## config.mk

```make
export PLATFORM = sky130hd
export DESIGN_NAME = led_fade_pwm
export DESIGN_NICKNAME = d
export VERILOG_FILES = /design/src/rtl/led_pkg.sv /design/src/rtl/led_fade_channel.sv /design/src/rtl/led_fade_pwm.sv
export SDC_FILE = /design/constraint.sdc
export NUM_CORES = 1
export LEC_CHECK = 0
export BUFFER_PORTS_ARGS = -buffer_cell sky130_fd_sc_hd__buf_2
export CAP_MARGIN = 20
export CORE_UTILIZATION = 57
export CTS_CLUSTER_SIZE = 14
export DETAILED_ROUTE_END_ITERATION = 10
export GPL_TIMING_DRIVEN = 0
export PLACE_DENSITY = 0.83
export SLEW_MARGIN = 15
export SYNTH_ARGS = -nofsm -noshare
export SYNTH_HDL_FRONTEND = slang
export SYNTH_HIERARCHICAL = 1
export SYNTH_SLANG_ARGS = --single-unit
export TNS_END_PERCENT = 5
```

## constraint.sdc

```tcl
create_clock -name clk -period 4.6 [get_ports clk]
set_input_delay 0.69 -clock clk [delete_from_list [all_inputs] [get_ports clk]]
set_output_delay 0.69 -clock clk [all_outputs]
set_load 0.01 [all_outputs]
```

## src/rtl/led_pkg.sv

```systemverilog
// Shared constants and types for the LED PWM fade stage.
package led_pkg;

  localparam int LED_N           = 4;
  localparam int PL_CLK_HZ       = 50_000_000;
  localparam int PWM_BITS_DEF    = 8;
  localparam int STEP_CYCLES_DEF = 48_828;

  typedef enum logic [1:0] {
    DIR_HOLD = 2'd0,
    DIR_UP   = 2'd1,
    DIR_DOWN = 2'd2
  } dir_e;

endpackage

```

## src/rtl/led_fade_channel.sv

```systemverilog
// One LED channel: target register, fading level, period-aligned duty shadow and PWM compare.
// Define LED_FADE_GAMMA_EN to load duty with (level*level) >> PWM_BITS instead of level.
module led_fade_channel
  import led_pkg::*;
#(
  parameter int PWM_BITS = PWM_BITS_DEF
) (
  input  logic                clk,
  input  logic                rst_n,
  input  logic                led_bit,
  input  logic                fade_en,
  input  logic                tick,
  input  logic                load_duty,
  input  logic [PWM_BITS-1:0] pwm_cnt,
  output logic                led_out,
  output logic                mismatch
);

  localparam int LW = PWM_BITS + 1;
  localparam logic [LW-1:0] FULL = {1'b1, {PWM_BITS{1'b0}}};

  logic          target_q, target_d;
  logic [LW-1:0] level_q, level_d;
  logic [LW-1:0] duty_q, duty_d;
  logic          led_out_q, led_out_d;
  logic [LW-1:0] goal;
  logic [LW-1:0] shaped;
  dir_e          dir;

`ifdef LED_FADE_GAMMA_EN
  logic [2*LW-1:0] level_sq;
  always_comb begin
    level_sq = {{LW{1'b0}}, level_q} * {{LW{1'b0}}, level_q};
    shaped   = level_sq[PWM_BITS +: LW];
  end
`else
  assign shaped = level_q;
`endif

  always_comb begin
    // NOTE: every always_comb output gets a default first, so no path can infer a latch.
    target_d  = led_bit;
    goal      = target_q ? FULL : '0;
    dir       = DIR_HOLD;
    level_d   = level_q;
    duty_d    = duty_q;
    led_out_d = ({1'b0, pwm_cnt} < duty_q);

    if (level_q < goal)      dir = DIR_UP;
    else if (level_q > goal) dir = DIR_DOWN;

    if (!fade_en) begin
      level_d = goal;
    end else if (tick) begin
      case (dir)
        DIR_UP:   level_d = level_q + 1'b1;
        DIR_DOWN: level_d = level_q - 1'b1;
        default:  level_d = level_q;
      endcase
    end

    // Duty only changes on the last count of a period, so a period is never cut short.
    if (load_duty) duty_d = shaped;
  end

  assign mismatch = (level_q != goal);
  assign led_out  = led_out_q;

  always_ff @(posedge clk or negedge rst_n) begin
    if (!rst_n) begin
      target_q  <= 1'b0;
      level_q   <= '0;
      duty_q    <= '0;
      led_out_q <= 1'b0;
    end else begin
      // NOTE: sequential state uses non-blocking assignments so every flop samples pre-edge values.
      target_q  <= target_d;
      level_q   <= level_d;
      duty_q    <= duty_d;
      led_out_q <= led_out_d;
    end
  end

endmodule

```

## src/rtl/led_fade_pwm.sv

```systemverilog
// Four-channel LED PWM driver with smooth fade between off and full brightness.
// Define LED_FADE_GAMMA_EN for square-law (perceptual) duty mapping in each channel.
module led_fade_pwm
  import led_pkg::*;
#(
  parameter int PWM_BITS    = PWM_BITS_DEF,
  parameter int STEP_CYCLES = STEP_CYCLES_DEF
) (
  input  logic             clk,
  input  logic             rst_n,
  input  logic [LED_N-1:0] led_in,
  input  logic             fade_en,
  output logic [LED_N-1:0] led_out,
  output logic             busy
);

  localparam int TW = (STEP_CYCLES > 1) ? $clog2(STEP_CYCLES) : 1;

  logic [PWM_BITS-1:0] pwm_cnt_q, pwm_cnt_d;
  logic [TW-1:0]       tick_cnt_q, tick_cnt_d;
  logic                tick;
  logic                load_duty;
  logic [LED_N-1:0]    mismatch;

  always_comb begin
    tick       = (tick_cnt_q == TW'(STEP_CYCLES - 1));
    tick_cnt_d = tick ? '0 : tick_cnt_q + 1'b1;
    pwm_cnt_d  = pwm_cnt_q + 1'b1;
    load_duty  = &pwm_cnt_q;
  end

  always_ff @(posedge clk or negedge rst_n) begin
    if (!rst_n) begin
      pwm_cnt_q  <= '0;
      tick_cnt_q <= '0;
    end else begin
      pwm_cnt_q  <= pwm_cnt_d;
      tick_cnt_q <= tick_cnt_d;
    end
  end

  for (genvar i = 0; i < LED_N; i++) begin : g_ch
    led_fade_channel #(
      .PWM_BITS (PWM_BITS)
    ) u_ch (
      .clk       (clk),
      .rst_n     (rst_n),
      .led_bit   (led_in[i]),
      .fade_en   (fade_en),
      .tick      (tick),
      .load_duty (load_duty),
      .pwm_cnt   (pwm_cnt_q),
      .led_out   (led_out[i]),
      .mismatch  (mismatch[i])
    );
  end

  assign busy = |mismatch;

endmodule

```

# After elaboration in Yosys (flattened, before gate mapping)
# Cells that the tools add are included.
[word_totals]
reg_bits = 104
input_bits = 7
out_inout_bits = 5
word_cells = 89
[classes]
n_addsub = 10
order_cmp = 12
eq_ne = 18
n_mux = 25
reduce_logical = 6
[op_table]
columns = ["op", "n"]
rows = [
  ["$mux 9", 12],
  ["$pmux 9 s2", 4],
  ["$add 9x1->9 const B", 4],
  ["$gt 9x9->1", 4],
  ["$lt 8x9->1", 4],
  ["$lt 9x9->1", 4],
  ["$ne 9x9->1", 4],
  ["$sub 9x1->9 const B", 4],
  ["$add 16x1->16 const B", 1],
  ["$eq 16x16->1 const B", 1],
  ["$mux 16", 1],
  ["$mux 2", 8],
  ["$ne 3x1->1 const B", 4],
  ["$add 8x1->8 const B", 1],
  ["$eq 2x1->1 const B", 4],
  ["$eq 2x2->1 const B", 4],
  ["$reduce_and 2->1", 4],
  ["$reduce_and 8->1", 1],
  ["$reduce_or 4->1", 1],
  ["$ne 2x1->1 const B", 1],
]

# Logic depth before layout (Yosys ltp)
# Gate-level depths: netlist of run 1.
[depth]
ltp_word = 8
depth_mapped = 11
depth_no_buf = 11

# Modules after synthesis
# The synthesis of run 1 kept the hierarchy.
[by_module_without_submodules]
columns = ["mod", "instances", "cells_each", "area_per_inst_um2"]
rows = [
  ["led_fade_channel", 4, 138, 1357.6],
  ["led_fade_pwm", 1, 103, 1179.9],
]

# Worst setup path before layout of run 1
# No wires, ideal clock.
[synth_path]
path_kind = "flip-flop to flip-flop"
start = "register g_ch[0].u_ch.level_q[8]"
end = "register g_ch[0].u_ch.level_q[8]"
setup_ps = 123
arrival_time_ps = 2401
t_required_ps = 4477
setup_slack_ps = 2076
path_stages_with_launch = 11
path_buffers = 0
cell_sequence = "dfrtp_1 > ha_1 > nor2_1 > a41oi_4 > ha_1 > a21oi_1 > o22ai_1 > o221a_1 > nor3_2 > xnor2_1 > a21oi_1"
[synth_between]
elab_chain_cells = 7
elab_cells_between_ends = 13
[synth_lines]
columns = ["item", "line", "text"]
rows = [
  ["from (decl)", "led_fade_channel.sv:23", "logic [LW-1:0] level_q, level_d;"],
  ["from (signal assigned)", "led_fade_channel.sv:78", "level_q <= level_d;"],
  ["$gt 9x9->1", "led_fade_channel.sv:50", "else if (level_q > goal) dir = DIR_DOWN;"],
  ["$mux 2", "led_fade_channel.sv:50", ""],
  ["$mux 2", "led_fade_channel.sv:49", "if (level_q < goal) dir = DIR_UP;"],
  ["$eq 2x2->1 or $eq 2x1->1 (tied branches)", "led_fade_channel.sv:55", "case (dir)"],
  ["$pmux 9 s2", "led_fade_channel.sv:55", ""],
  ["$mux 9", "led_fade_channel.sv:54", "end else if (tick) begin"],
  ["$mux 9", "led_fade_channel.sv:52", "if (!fade_en) begin"],
]
# Several ways; a longest one is shown, not always the timed one. The select of a mux whose other input is x is not followed.
# A chain may end at the register's enable or synchronous reset.

# Worst setup path in the final report of run 1
[layout_path]
start = "register g_ch[2].u_ch.target_q"
end = "register g_ch[2].u_ch.level_q[8]"
[layout_between]
elab_chain_cells = 8
elab_cells_between_ends = 12
[layout_lines]
columns = ["item", "line", "text"]
rows = [
  ["from (decl)", "led_fade_channel.sv:22", "logic target_q, target_d;"],
  ["from (signal assigned)", "led_fade_channel.sv:77", "target_q <= target_d;"],
  ["$mux 9 *", "led_fade_channel.sv:43", "goal = target_q ? FULL : '0;"],
  ["$gt 9x9->1", "led_fade_channel.sv:50", ""],
  ["$mux 2", "led_fade_channel.sv:50", ""],
  ["$mux 2", "led_fade_channel.sv:49", ""],
  ["$eq 2x2->1 or $eq 2x1->1 (tied branches)", "led_fade_channel.sv:55", ""],
  ["$pmux 9 s2", "led_fade_channel.sv:55", ""],
  ["$mux 9", "led_fade_channel.sv:54", ""],
  ["$mux 9", "led_fade_channel.sv:52", ""],
  ["to (signal assigned)", "led_fade_channel.sv:78", ""],
  ["to (decl)", "led_fade_channel.sv:23", ""],
]
# Every way passes the cells marked *; elsewhere a longest branch is shown, timed or not. The select of a mux whose other input is x is not followed.

==> impl_results.md, run 1 <==
* Total CTS buffers at 9
* Largest net degree at the start of global routing at 59
* Clk_lat worst skew at 0.35 ns
* Core Util, Final at 64.99%
* Slew margin rel. at 57.73%
* H-tree Lvls at 3
* Setup bufs post-CTS at 0
* Worst Max-Slew Pin Slew at 0.6341 ns
* Sequential share of the synthesized area at 39.37%
* Initial antenna violation count at 0
* Fill count at 866
* Status: completed
* HPWL after detailed placement at 9651 um
* Placement Rows at 38
* Setup tns final at 0 ns
* Avg Cell Area, Syn at 10.09 um^2
* RSZ-0062 raised after global routing: false
* Post-layout minimum cycle time at 2.988 ns
* Cell count after synthesis at 655
* Post-synth EDFFs at 0
* R2r startpoint: g_ch[2].u_ch/target_q$_DFF_PN0_
* Max cap viols at 0
* Max VDD drop at 0.0002867 V
* Worst min path class: in -> async
* F_max at 334.7 MHz
* Final Skew at 0.009457 ns
* Layout cells sized above 1 at 11.57%
* Fin. max-slew vios at 0
* Syn-to-layout area delta at 8.915%
* Synth async-reset ratio at 100.0%
* Count of different cell masters after synthesis at 45
* Comb power frac at 10.5%
* # port buffers at 11
* Flop pwr share at 46.8%
* Total gr overflow at 0
* Crit Path Class: reg -> reg
* Final Cycle Share at 64.96%
* GP Congestion at 0.8371
* Highest-delay cell along the critical path: a41oi_4
* Worst-path fanout max at 11
* Worst Setup EP: g_ch[2].u_ch/level_q[8]$_DFFE_PN0P_
* CP Launch Point: g_ch[2].u_ch/target_q$_DFF_PN0_
* I/O pin total at 12
* Switch share at 25.08%
* CTS root buf: clkbuf_16
* CP arrival at 3.20 ns
* CTS tree: built
* Hold_ws at 0.2643 ns
* Design area at 7199 um^2
* CP endpoint kind: register
* Gr usage total at 24.77%
* Yosys Warn Count at 6
* Pint at 1478 uW
* Vias in the first global route at 5,043
* Reg2reg end: g_ch[2].u_ch/level_q[8]$_DFFE_PN0P_
* Remaining antenna violation count at 0
* Worst Reg-to-Reg Cells at 11
* DIE WIDTH at 109.7 um
* Mapped cell area at 6610 um^2
* Core footprint at 11,080 um^2
* Psw at 494.8 uW
* Initial DRC Count at 239
* Max stage delay on crit path at 0.42 ns
* Flops & latches, synth at 104
* Vias/cell at 5.903
* Nets at 755
* Initial Utilization at 59.67%
* Drt drc at 0
* Commonest non-fill, non-tap cells in the layout: dfrtp_1 (104), ha_1 (66), o21ai_0 (64), nand2_1 (57), inv_1 (48)
* Synthesized Nets at 732
* Setup-failing EPs final at 0
* CTS-repair resized insts at 0
* Clock sinks at 104
* Startpoint Class: register
* # hold bufs at CTS at 0
* Wire length per cell at 16.52 um
* CTS Buffer Depth at 2
* Primary FF master, synth: dfrtp_1
* Worst-path clk slew at 0.07 ns
* Placement-stage cell area at 6874 um^2
* Clk network pwr share at 42.7%
* Critical Path RT at 4.81 ns
* Vias at 4,858
* Final Hold Fails at 0
* Lkg Pwr at 0.003290 uW
* Die area at 12,030 um^2
* Pre-antenna DRT Iters at 4
* CP cell instances: inv_1 -> ha_1 -> nor2_1 -> a41oi_4 -> ha_1 -> a21oi_1 -> o22ai_1 -> o221a_1 -> nor3_2 -> xnor2_1 -> a21oi_1
* First-pass GRT wire length at 23,020 um
* Antenna diodes at 0
* Flop2flop setup slack at 1.61 ns
* Pwr dens at 274.1 nW/um^2
* Die height at 109.7 um
* Commonest non-fill, non-tap cell in the layout: dfrtp_1
* DRT Wirelength at 13,600 um
-- worst max-delay path: cells and delay by family, from the launching register on --
| family | cells | cell delay, ns |
|---|---|---|
| xor gates and xnor gates | 1 | 0.15 |
| AOI/OAI and AO/OA | 5 | 1.15 |
| and+or+nand+nor | 2 | 0.34 |
| DFF | 1 | 0.38 |
| buffers and inverters | 1 | 0.07 |
| adders and majority gates | 2 | 0.74 |
-- power groups by stage --
stage	clock network, uW	registers [uW]	logic (uW)
global placement	0	942	188
detailed placement	0	942	206
floorplan	0	941	144
global route	888	925	230
finish	842	924	207
CTS	857	924	206
-- Yosys cell counts, types with 9 or more instances --
| cell | number | area share, % |
|---|---|---|
| a211oi_1 | 12 | 1.4 |
| a21o_1 | 12 | 1.4 |
| a21oi_1 | 24 | 1.8 |
| and2_1 | 29 | 2.7 |
| dfrtp_1 | 104 | 39 |
| ha_1 | 66 | 12 |
| inv_1 | 48 | 2.7 |
| nand2_1 | 57 | 3.2 |
| nand3_1 | 12 | 0.91 |
| nand4_1 | 10 | 0.95 |
| nor2_1 | 29 | 1.6 |
| nor2_2 | 9 | 0.85 |
| nor2b_1 | 13 | 1.2 |
| o21ai_0 | 64 | 4.8 |
| xnor2_1 | 31 | 4.1 |
| xor2_1 | 21 | 2.8 |
-- metal layers --
metal	part of all wire [%]	vias to the layer above	track usage, %	wire (um)
li1	-	2353	-	-
met1	44	2367	29.30	5920
met2	50	100	43.67	6865
met3	3.0	38	4.742	413
met4	2.9	0	10.95	395
met5	0	-	0	0
-- kinds of logic (layout without fill, tap and decap cells) --
group	Yosys count	in the layout	share of synthesized area [%]
adder cells (fa/ha/maj)	70	70	13.70
AND/OR/NAND/NOR	202	202	17.81
AO/OA/AOI/OAI	152	152	15.98
flip-flops	104	104	39.37
buffers and inverters	63	91	4.278
XOR/XNOR	52	52	6.890
multiplexers	12	12	1.969
-- layout make-up --
cell class / instances / area (um^2) / area share [%]
flip-flops and latches: 104 / 2603 / 36.15
repair buffers: 12 / 88.84 / 1.234
plain buffers: 15 / 102.6 / 1.425
well taps: 140 / 175.2 / 2.433
inverters: 48 / 180.2 / 2.503
clock inverters: 7 / 100.1 / 1.390
multi-input cells: 488 / 3725 / 51.74
clock buffers: 9 / 225.2 / 3.128
-- sequential cells by signal, summed over array words and instances (netlist names) --
signal              flops
g_ch.u_ch/led_out       4
g_ch.u_ch/duty_q       36
tick_cnt_q             16
g_ch.u_ch/target_q      4
pwm_cnt_q               8
g_ch.u_ch/level_q      36
-- worst min path at each step --
stage / startpoint / end / slack (ns) / depth (start not counted)
final: rst_n / g_ch[1].u_ch/level_q[7]$_DFFE_PN0P_ / 0.26 / 1
after global routing: rst_n / g_ch[1].u_ch/level_q[7]$_DFFE_PN0P_ / 0.29 / 1
after CTS: rst_n / g_ch[1].u_ch/duty_q[1]$_DFFE_PN0P_ / 0.27 / 1
after detailed placement: g_ch[3].u_ch/duty_q[8]$_DFFE_PN0P_ / g_ch[3].u_ch/led_out$_DFF_PN0_ / 0.46 / 1
after global placement: g_ch[3].u_ch/duty_q[8]$_DFFE_PN0P_ / g_ch[3].u_ch/led_out$_DFF_PN0_ / 0.46 / 1
after floorplan: rst_n / g_ch[0].u_ch/duty_q[0]$_DFFE_PN0P_ / 0.39 / 0
-- metrics by stage --
step	setup WS, ns	power [uW]	cells
global route	1.450	2042	823
global placement	1.756	1130	806
detailed placement	1.681	1148	807
finish	1.612	1973	823
floorplan	2.076	1085	655
CTS	1.622	1987	823
No activity file was read; power rests on OpenSTA's default activity.
==> inputs of run 2 (changes only) <==
ABC_AREA = 1   (was not set)
PLACE_DENSITY = 0.86   (was 0.83)
clock period = 2.5 ns   (was 4.6 ns; I/O delays follow)
==> run 2 against run 1 <==
Net effect: the run now ends with negative setup slack left; highest routed layer unchanged; die area up 5.0%; critical endpoint is now g_ch[2].u_ch/level_q[6]$_DFFE_PN0P_; critical path type unchanged; utilization up 1.1 points; sequential share of layout area is 2.3 points lower; clock power rose by 83%; fmax increased by 17%; sequential power increased by 85%; clock-buffer cell count is 2 higher; worst setup slack got worse by 1.7 ns; first-iteration DRC count grew 38%; routed wire length up 5.3%.
==> impl_results.md, run 2 <==
* Hold_ws at 0.1353 ns (-0.1290 ns)
* DRT Wirelength at 14,320 um (+5.3%)
* Wire length per cell at 13.24 um (-20%)
* Total CTS buffers at 9 (unchanged)
* Yosys Warn Count at 6 (unchanged)
* Area contributors post-synth: dfrtp_1 (37%), nand2_1 (13%), ha_1 (12%)
* Core footprint at 11,660 um^2 (+5.3%)
* Post-synth top area share at 37.46% (-1.9 points)
* Flops & latches, synth at 104 (unchanged)
* Remaining antenna violation count at 0 (unchanged)
* Vias in the first global route at 5,428 (+7.6%)
* Worst min path class: in -> reg
* Status: finished, violations left
* Die area at 12,630 um^2 (+5.0%)
* Worst slack, placed at -0.01762 ns (-1.698 ns)
* Primary FF master, synth: dfrtp_1
* Vias at 5,792 (+19%)
* Pre-antenna DRT Iters at 5 (+1)
* Final Skew at 0.005061 ns (-0.004396 ns)
* Crit Path Class: reg -> reg
* H-tree Lvls at 3 (unchanged)
* CP endpoint kind: register
* Gr usage total at 23.70% (-1.1 points)
* Final Hold Fails at 0 (unchanged)
* F_max at 390.1 MHz (+17%)
* Failing checks: negative setup slack
* Post-synth EDFFs at 0 (unchanged)
* Initial Utilization at 59.56% (-0.10 points)
* Worst-path clk slew at 0.07 ns (about the same)
* Antenna diodes at 0 (unchanged)
* HPWL after detailed placement at 10,300 um (+6.7%)
* Placement Rows at 39 (+2.6%)
* Clock sinks at 104 (unchanged)
* Max cap viols at 0 (unchanged)
* Avg Cell Area, Syn at 7.684 um^2 (-24%)
* Max VDD drop at 0.0003229 V (+13%)
* Final Cycle Share at 102.5% (+38 points)
* Syn-to-layout area delta at 10.97%
* CP arrival at 2.79 ns (-0.41 ns)
* Count leader, synth: nand2_1
* Nets at 1,011 (+34%)
* Post-layout minimum cycle time at 2.564 ns (-0.4245 ns)
* Mapped cell area at 6947 um^2 (+5.1%)
* Count of different cell masters after synthesis at 33 (-27%)
* DIE WIDTH at 112.4 um (+2.5%)
* Initial antenna violation count at 0 (unchanged)
* Commonest non-fill, non-tap cells in the layout: nand2_1 (233), inv_1 (125), dfrtp_1 (100), nor2_1 (74), o21ai_0 (59)
* Worst Max-Slew Pin Slew at 0.6732 ns (+0.03913 ns)
* Startpoint Class: register
* Drt drc at 0 (unchanged)
* # port buffers at 11 (unchanged)
* CTS Buffer Depth at 2 (unchanged)
* Cell count after synthesis at 904 (+38%)
* Synthesized Nets at 981 (+34%)
* Total gr overflow at 0 (unchanged)
* Initial DRC Count at 329 (+38%)
* CTS tree: built
* Worst-path fanout max at 6 (-5)
* Setup-failing EPs final at 2 (+2)
* Most area-hungry cell type in the Yosys netlist: dfrtp_1
* Clk_lat worst skew at 0.34 ns (about the same)
* RSZ-0062 raised after global routing: true
* Lkg Pwr at 0.004097 uW (+25%)
* Die height at 112.4 um (+2.5%)
* Synth async-reset ratio at 100.0% (unchanged)
* Vias/cell at 5.358 (-9.2%)
* Pwr dens at 515.0 nW/um^2 (+88%)
* Most frequent cells after synthesis: nand2_1 (236), inv_1 (129), dfrtp_1 (104), nor2_1 (77), ha_1 (66)
* Multi-input gate area at 3900 um^2 (+4.7%)
* CTS root buf: clkbuf_16
* I/O pin total at 12 (unchanged)
* Critical Path RT at 2.73 ns (-2.08 ns)
* Regs by FF count: g_ch.u_ch/duty_q: 36 flops, g_ch.u_ch/level_q: 36 flops, tick_cnt_q: 16 flops
* Layout cells sized above 1 at 12.05% (+0.48 points)
* Register area at 2608 um^2 (+0.19%)
* Slew margin rel. at 55.12% (-2.6 points)
* GP Congestion at 0.8707 (+4.0%)
* Setup tns final at -0.06763 ns (-0.06763 ns)
* First-pass GRT wire length at 24,220 um (+5.2%)
* Fin. max-slew vios at 0 (unchanged)
* Sequential share of the synthesized area at 37.46% (-1.9 points)
* Setup slack after layout at -0.06362 ns (-1.676 ns)
* Commonest non-fill, non-tap cell in the layout: nand2_1
* Fill count at 952 (+9.9%)
* Largest net degree at the start of global routing at 54 (-8.5%)
run 2: cell count changes in the layout (fill, tap and decap cells not counted), sizes merged, moves of 16 or more:
cell,delta
a21oi,+19
nand2,+197
and2,-28
inv,+83
nand3,+49
xnor2,-16
nor2,+47
run 2: per-layer routing:
layer	vias to the layer above	global-route usage, %	wire length [um]
met5	-	0	0
met4	0	8.444	367
met3	31	3.456	544
met2	121	40.62	7057
met1	2677	30.72	6347
li1	2963	-	-
run 2: metrics by stage:
stage | utilization [%] | instances | total power, uW | cell area, um^2
2_1_floorplan | - | 904 | 2221 | 6947
3_3_place_gp | 61.57 | 1058 | 2345 | 7181
3_5_place_dp | 61.86 | 1059 | 2370 | 7214
4_1_cts | 64.77 | 1075 | 3919 | 7553
5_1_grt | 66.10 | 1081 | 4156 | 7709
6_report | 66.10 | 1081 | 3970 | 7709
run 2: kinds of logic (layout without fill, tap and decap cells):
logic type	count (synthesis)	after routing	share of synthesized area, %
compound gates	129	129	10.50
buf+inv	143	177	7.853
fa+ha+maj	70	70	13.04
simple gates	433	433	27.99
xor+xnor	25	25	3.152
flops	104	104	37.46
run 2: critical path: stages, from the launching register on:
cell	delay (ns)
dfrtp_2	0.46
ha_4	0.29
nand2_1	0.11
o21bai_4	0.21
clkinvlp_4	0.12
buf_4	0.19
fa_2	0.36
nand3_1	0.12
nand2_2	0.10
a21oi_1	0.21
xor2_1	0.20
o21ai_1	0.08
run 2: what timing repair did:
item | CTS | global route
setup buffers | 0 | 6
hold buffers | 1 | 0
endpoints found under the setup margin | 3 | 17
hold endpoints to repair | 37 | 0
cloned | 0 | 0
gates resized for setup | 3 | 26
pin swaps | 0 | 4
run 2: final timing paths:
path	from	end	cells after the start	slack (ns)
worst max register to register	g_ch[2].u_ch/level_q[8]$_DFFE_PN0P_	g_ch[2].u_ch/level_q[6]$_DFFE_PN0P_	11	-0.06
worst max-delay path	g_ch[2].u_ch/level_q[8]$_DFFE_PN0P_	g_ch[2].u_ch/level_q[6]$_DFFE_PN0P_	11	-0.06
min in group asynchronous	rst_n	tick_cnt_q[9]$_DFF_PN0_	2	0.54
worst min-delay path	led_in[1]	g_ch[1].u_ch/target_q$_DFF_PN0_	1	0.14
worst min register to register	tick_cnt_q[0]$_DFF_PN0_	tick_cnt_q[0]$_DFF_PN0_	1	0.50
max in group asynchronous	rst_n	g_ch[0].u_ch/level_q[8]$_DFFE_PN0P_	3	1.32
run 2: power breakdown:
group	switching [uW]	internal [uW]	total, uW
sequential	18.7	1700	1710
clock	613	931	1540
combinational	435	277	712
total	1070	2900	3970
run 2: cell type report:
| type | count | share of cell area, % |
|---|---|---|
| multi-input cells | 657 | 50.59 |
| clock inverters | 4 | 0.9901 |
| inverters | 134 | 6.574 |
| repair buffers | 19 | 1.867 |
| plain buffers | 9 | 0.5519 |
| clock buffers | 11 | 3.279 |
| well taps | 143 | 2.321 |
| flip-flops and latches | 104 | 33.83 |
==> inputs of run 3 (changes only) <==
--- a/config.mk
+++ b/config.mk
@@ -13,5 +13,5 @@
 export DETAILED_ROUTE_END_ITERATION = 10
 export GPL_TIMING_DRIVEN = 0
-export PLACE_DENSITY = 0.86
+export PLACE_DENSITY = 0.83
 export SLEW_MARGIN = 15
 export SYNTH_ARGS = -nofsm -noshare
==> constraint.sdc (replaced) <==
create_clock -name clk -period 3 [get_ports clk]
set_input_delay 0.6 -clock clk [delete_from_list [all_inputs] [get_ports clk]]
set_output_delay 0.6 -clock clk [all_outputs]
set_load 0.01 [all_outputs]
==> run 3 against run 2 <==
Net effect: the run now ends clean; via count shrank 1.6%; cell count decreased by 0.56%; sequential share of layout area rose by 0.70 points; sequential power shrank 16%; final area shrank 2.2%; non-clock buffer count decreased by 7; register-to-register slack better by 0.50 ns; flip-flop and latch count unchanged; highest routed layer unchanged; combinational power decreased by 26%; first-iteration DRC count is 4.3% higher; worst hold slack got worse by 0.015 ns.
==> impl_results.md, run 3 (synthesized netlist as in run 2, its figures left out) <==
* CP arrival at 2.79 ns (about the same)
* Die area at 12,630 um^2 (unchanged)
* Clk_lat worst skew at 0.35 ns (about the same)
* First-pass GRT wire length at 24,390 um (+0.71%)
* Gr usage total at 24.13% (+0.43 points)
* Drt drc at 0 (unchanged)
* Worst min path class: in -> async
* Initial DRC Count at 343 (+4.3%)
* Final Cycle Share at 85.39% (-17 points)
* Syn-to-layout area delta at 8.501%
* Vias in the first global route at 5,520 (+1.7%)
* Pre-antenna DRT Iters at 4 (-1)
* Setup-failing EPs final at 0 (-2)
* Total gr overflow at 0 (unchanged)
* Remaining antenna violation count at 0 (unchanged)
* CP endpoint kind: register
* Die height at 112.4 um (unchanged)
* CP cell instances: ha_1 -> nand2_1 -> o21bai_4 -> inv_1 -> fa_1 -> nand3_1 -> nand2_1 -> a21oi_1 -> xor2_1 -> o21ai_1
* Commonest non-fill, non-tap cell in the layout: nand2_1
* Status: completed
* Placement Rows at 39 (unchanged)
* DRT Wirelength at 13,840 um (-3.4%)
* Startpoint Class: register
* DR WL met2 at 6874 um (-2.6%)
* CTS tree: built
* Crit Path Class: reg -> reg
* Setup tns final at 0 ns (+0.06763 ns)
* Initial antenna violation count at 0 (unchanged)
* Max cap viols at 0 (unchanged)
* # hold bufs at CTS at 0 (-1)
* CTS-repair resized insts at 0 (-3)
* Post-layout minimum cycle time at 2.562 ns (-0.001884 ns)
* Setup bufs post-CTS at 0 (unchanged)
* Max VDD drop at 0.0003469 V (+7.4%)
* Met3 wire length at 395 um (-27%)
* Clock sinks at 104 (unchanged)
* Crit path top cell by count: nand2_1
* Cell count after placement at 1,059 (unchanged)
* RSZ-0062 raised after global routing: false
* Worst-path fanout max at 8 (+2)
* Post-route insts no fill at 1,075 (-0.56%)
* CTS Buffer Depth at 2 (unchanged)
* I/O pin total at 12 (unchanged)
* Vias at 5,699 (-1.6%)
* Commonest non-fill, non-tap cells in the layout: nand2_1 (236), inv_1 (129), dfrtp_1 (104), nor2_1 (77), ha_1 (66)
* Worst path bufs/invs at 1 (-1)
* GP Congestion at 0.8702 (about the same)
* Core footprint at 11,660 um^2 (unchanged)
* Vias/cell at 5.301 (-1.1%)
* Antenna diodes at 0 (unchanged)
* Total CTS buffers at 9 (unchanged)
* Critical Path RT at 3.23 ns (+0.50 ns)
* Slew margin rel. at 51.77% (-3.3 points)
* Worst-path clk slew at 0.07 ns (about the same)
* CTS root buf: clkbuf_16
* Final Skew at 0.005498 ns (+0.0004370 ns)
* Fin. max-slew vios at 0 (unchanged)
* Wire length per cell at 12.87 um (-2.8%)
* Lkg Pwr at 0.004090 uW (-0.16%)
* Regs by FF count: g_ch.u_ch/duty_q: 36 flops, g_ch.u_ch/level_q: 36 flops, tick_cnt_q: 16 flops
* Top sig layer: met4
* # port buffers at 11 (unchanged)
* Layout cells sized above 1 at 8.584% (-3.5 points)
* Highest-delay cell along the critical path: fa_1
* Nets at 1,004 (-0.69%)
* Final Hold Fails at 0 (unchanged)
* Initial Utilization at 59.56% (unchanged)
* F_max at 390.4 MHz (about the same)
* Pwr dens at 426.4 nW/um^2 (-17%)
* Met1 wire length at 6365 um (+0.28%)
* CP delay by family, top: adder cells
* Worst Max-Slew Pin Slew at 0.7234 ns (+0.05022 ns)
* HPWL after detailed placement at 10,420 um (+1.1%)
* Fill count at 999 (+4.9%)
* Largest net degree at the start of global routing at 76 (+41%)
* H-tree Lvls at 3 (unchanged)
* DIE WIDTH at 112.4 um (unchanged)
* Max stage delay on crit path at 0.46 ns (about the same)
run 3: per-layer routing:
layer	up-vias	global-route usage [%]
met3	13	4.698
met5	-	0
met2	78	42.86
met4	0	7.467
met1	2662	29.70
li1	2946	-
run 3: final timing paths:
check                                                     from                                  end  cells after the start  slack [ns]
setup / recovery           g_ch[1].u_ch/level_q[8]$_DFFE_PN0P_  g_ch[1].u_ch/level_q[6]$_DFFE_PN0P_                     10        0.44
hold / removal                                           rst_n  g_ch[2].u_ch/level_q[3]$_DFFE_PN0P_                      1        0.12
setup reg to reg           g_ch[1].u_ch/level_q[8]$_DFFE_PN0P_  g_ch[1].u_ch/level_q[6]$_DFFE_PN0P_                     10        0.44
hold reg to reg                        tick_cnt_q[0]$_DFF_PN0_              tick_cnt_q[0]$_DFF_PN0_                      1        0.50
max in group asynchronous                                rst_n   g_ch[3].u_ch/duty_q[5]$_DFFE_PN0P_                      2        2.22
min in group clk                                     led_in[2]      g_ch[2].u_ch/target_q$_DFF_PN0_                      1        0.35
run 3: cell type report:
| class | instances | area (um^2) | area share (%) |
|---|---|---|---|
| clock inverters | 5 | 80.08 | 1.062 |
| repair buffers | 12 | 88.84 | 1.179 |
| flip-flops and latches | 104 | 2603 | 34.53 |
| clock buffers | 11 | 242.7 | 3.220 |
| well taps | 143 | 178.9 | 2.374 |
| inverters | 134 | 503.0 | 6.673 |
| multi-input cells | 657 | 3799 | 50.40 |
| plain buffers | 9 | 42.54 | 0.5644 |
run 3: stage by stage:
| step | worst slack, ns | utilization [%] | hold WS [ns] | instance area (um^2) | power [uW] |
|---|---|---|---|---|---|
| final | 0.4383 | 64.63 | 0.1199 | 7537 | 3214 |
| after CTS | 0.4457 | 64.63 | 0.1209 | 7537 | 3242 |
| after detailed placement | 0.4814 | 61.86 | 0.4956 | 7214 | 1978 |
| after global routing | 0.2405 | 64.63 | 0.1242 | 7537 | 3364 |
| after global placement | 0.1917 | 61.57 | 0.4734 | 7181 | 1955 |
| after floorplan | 0.7690 | - | 0.3044 | 6947 | 1851 |
run 3: report_power, final:
| part | internal (uW) | switching, uW |
|---|---|---|
| Combinational | 192 | 335 |
| Sequential | 1410 | 14.9 |
| Clock | 753 | 508 |
| Total | 2360 | 858 |
run 3: worst reg2reg max path, cell delays in order, from the launching register on:
cell and delay, ns:
dfrtp_1 0.45, ha_1 0.32, nand2_1 0.11, o21bai_4 0.22
inv_1 0.21, fa_1 0.46, nand3_1 0.10, nand2_1 0.13
a21oi_1 0.19, xor2_1 0.19, o21ai_1 0.08
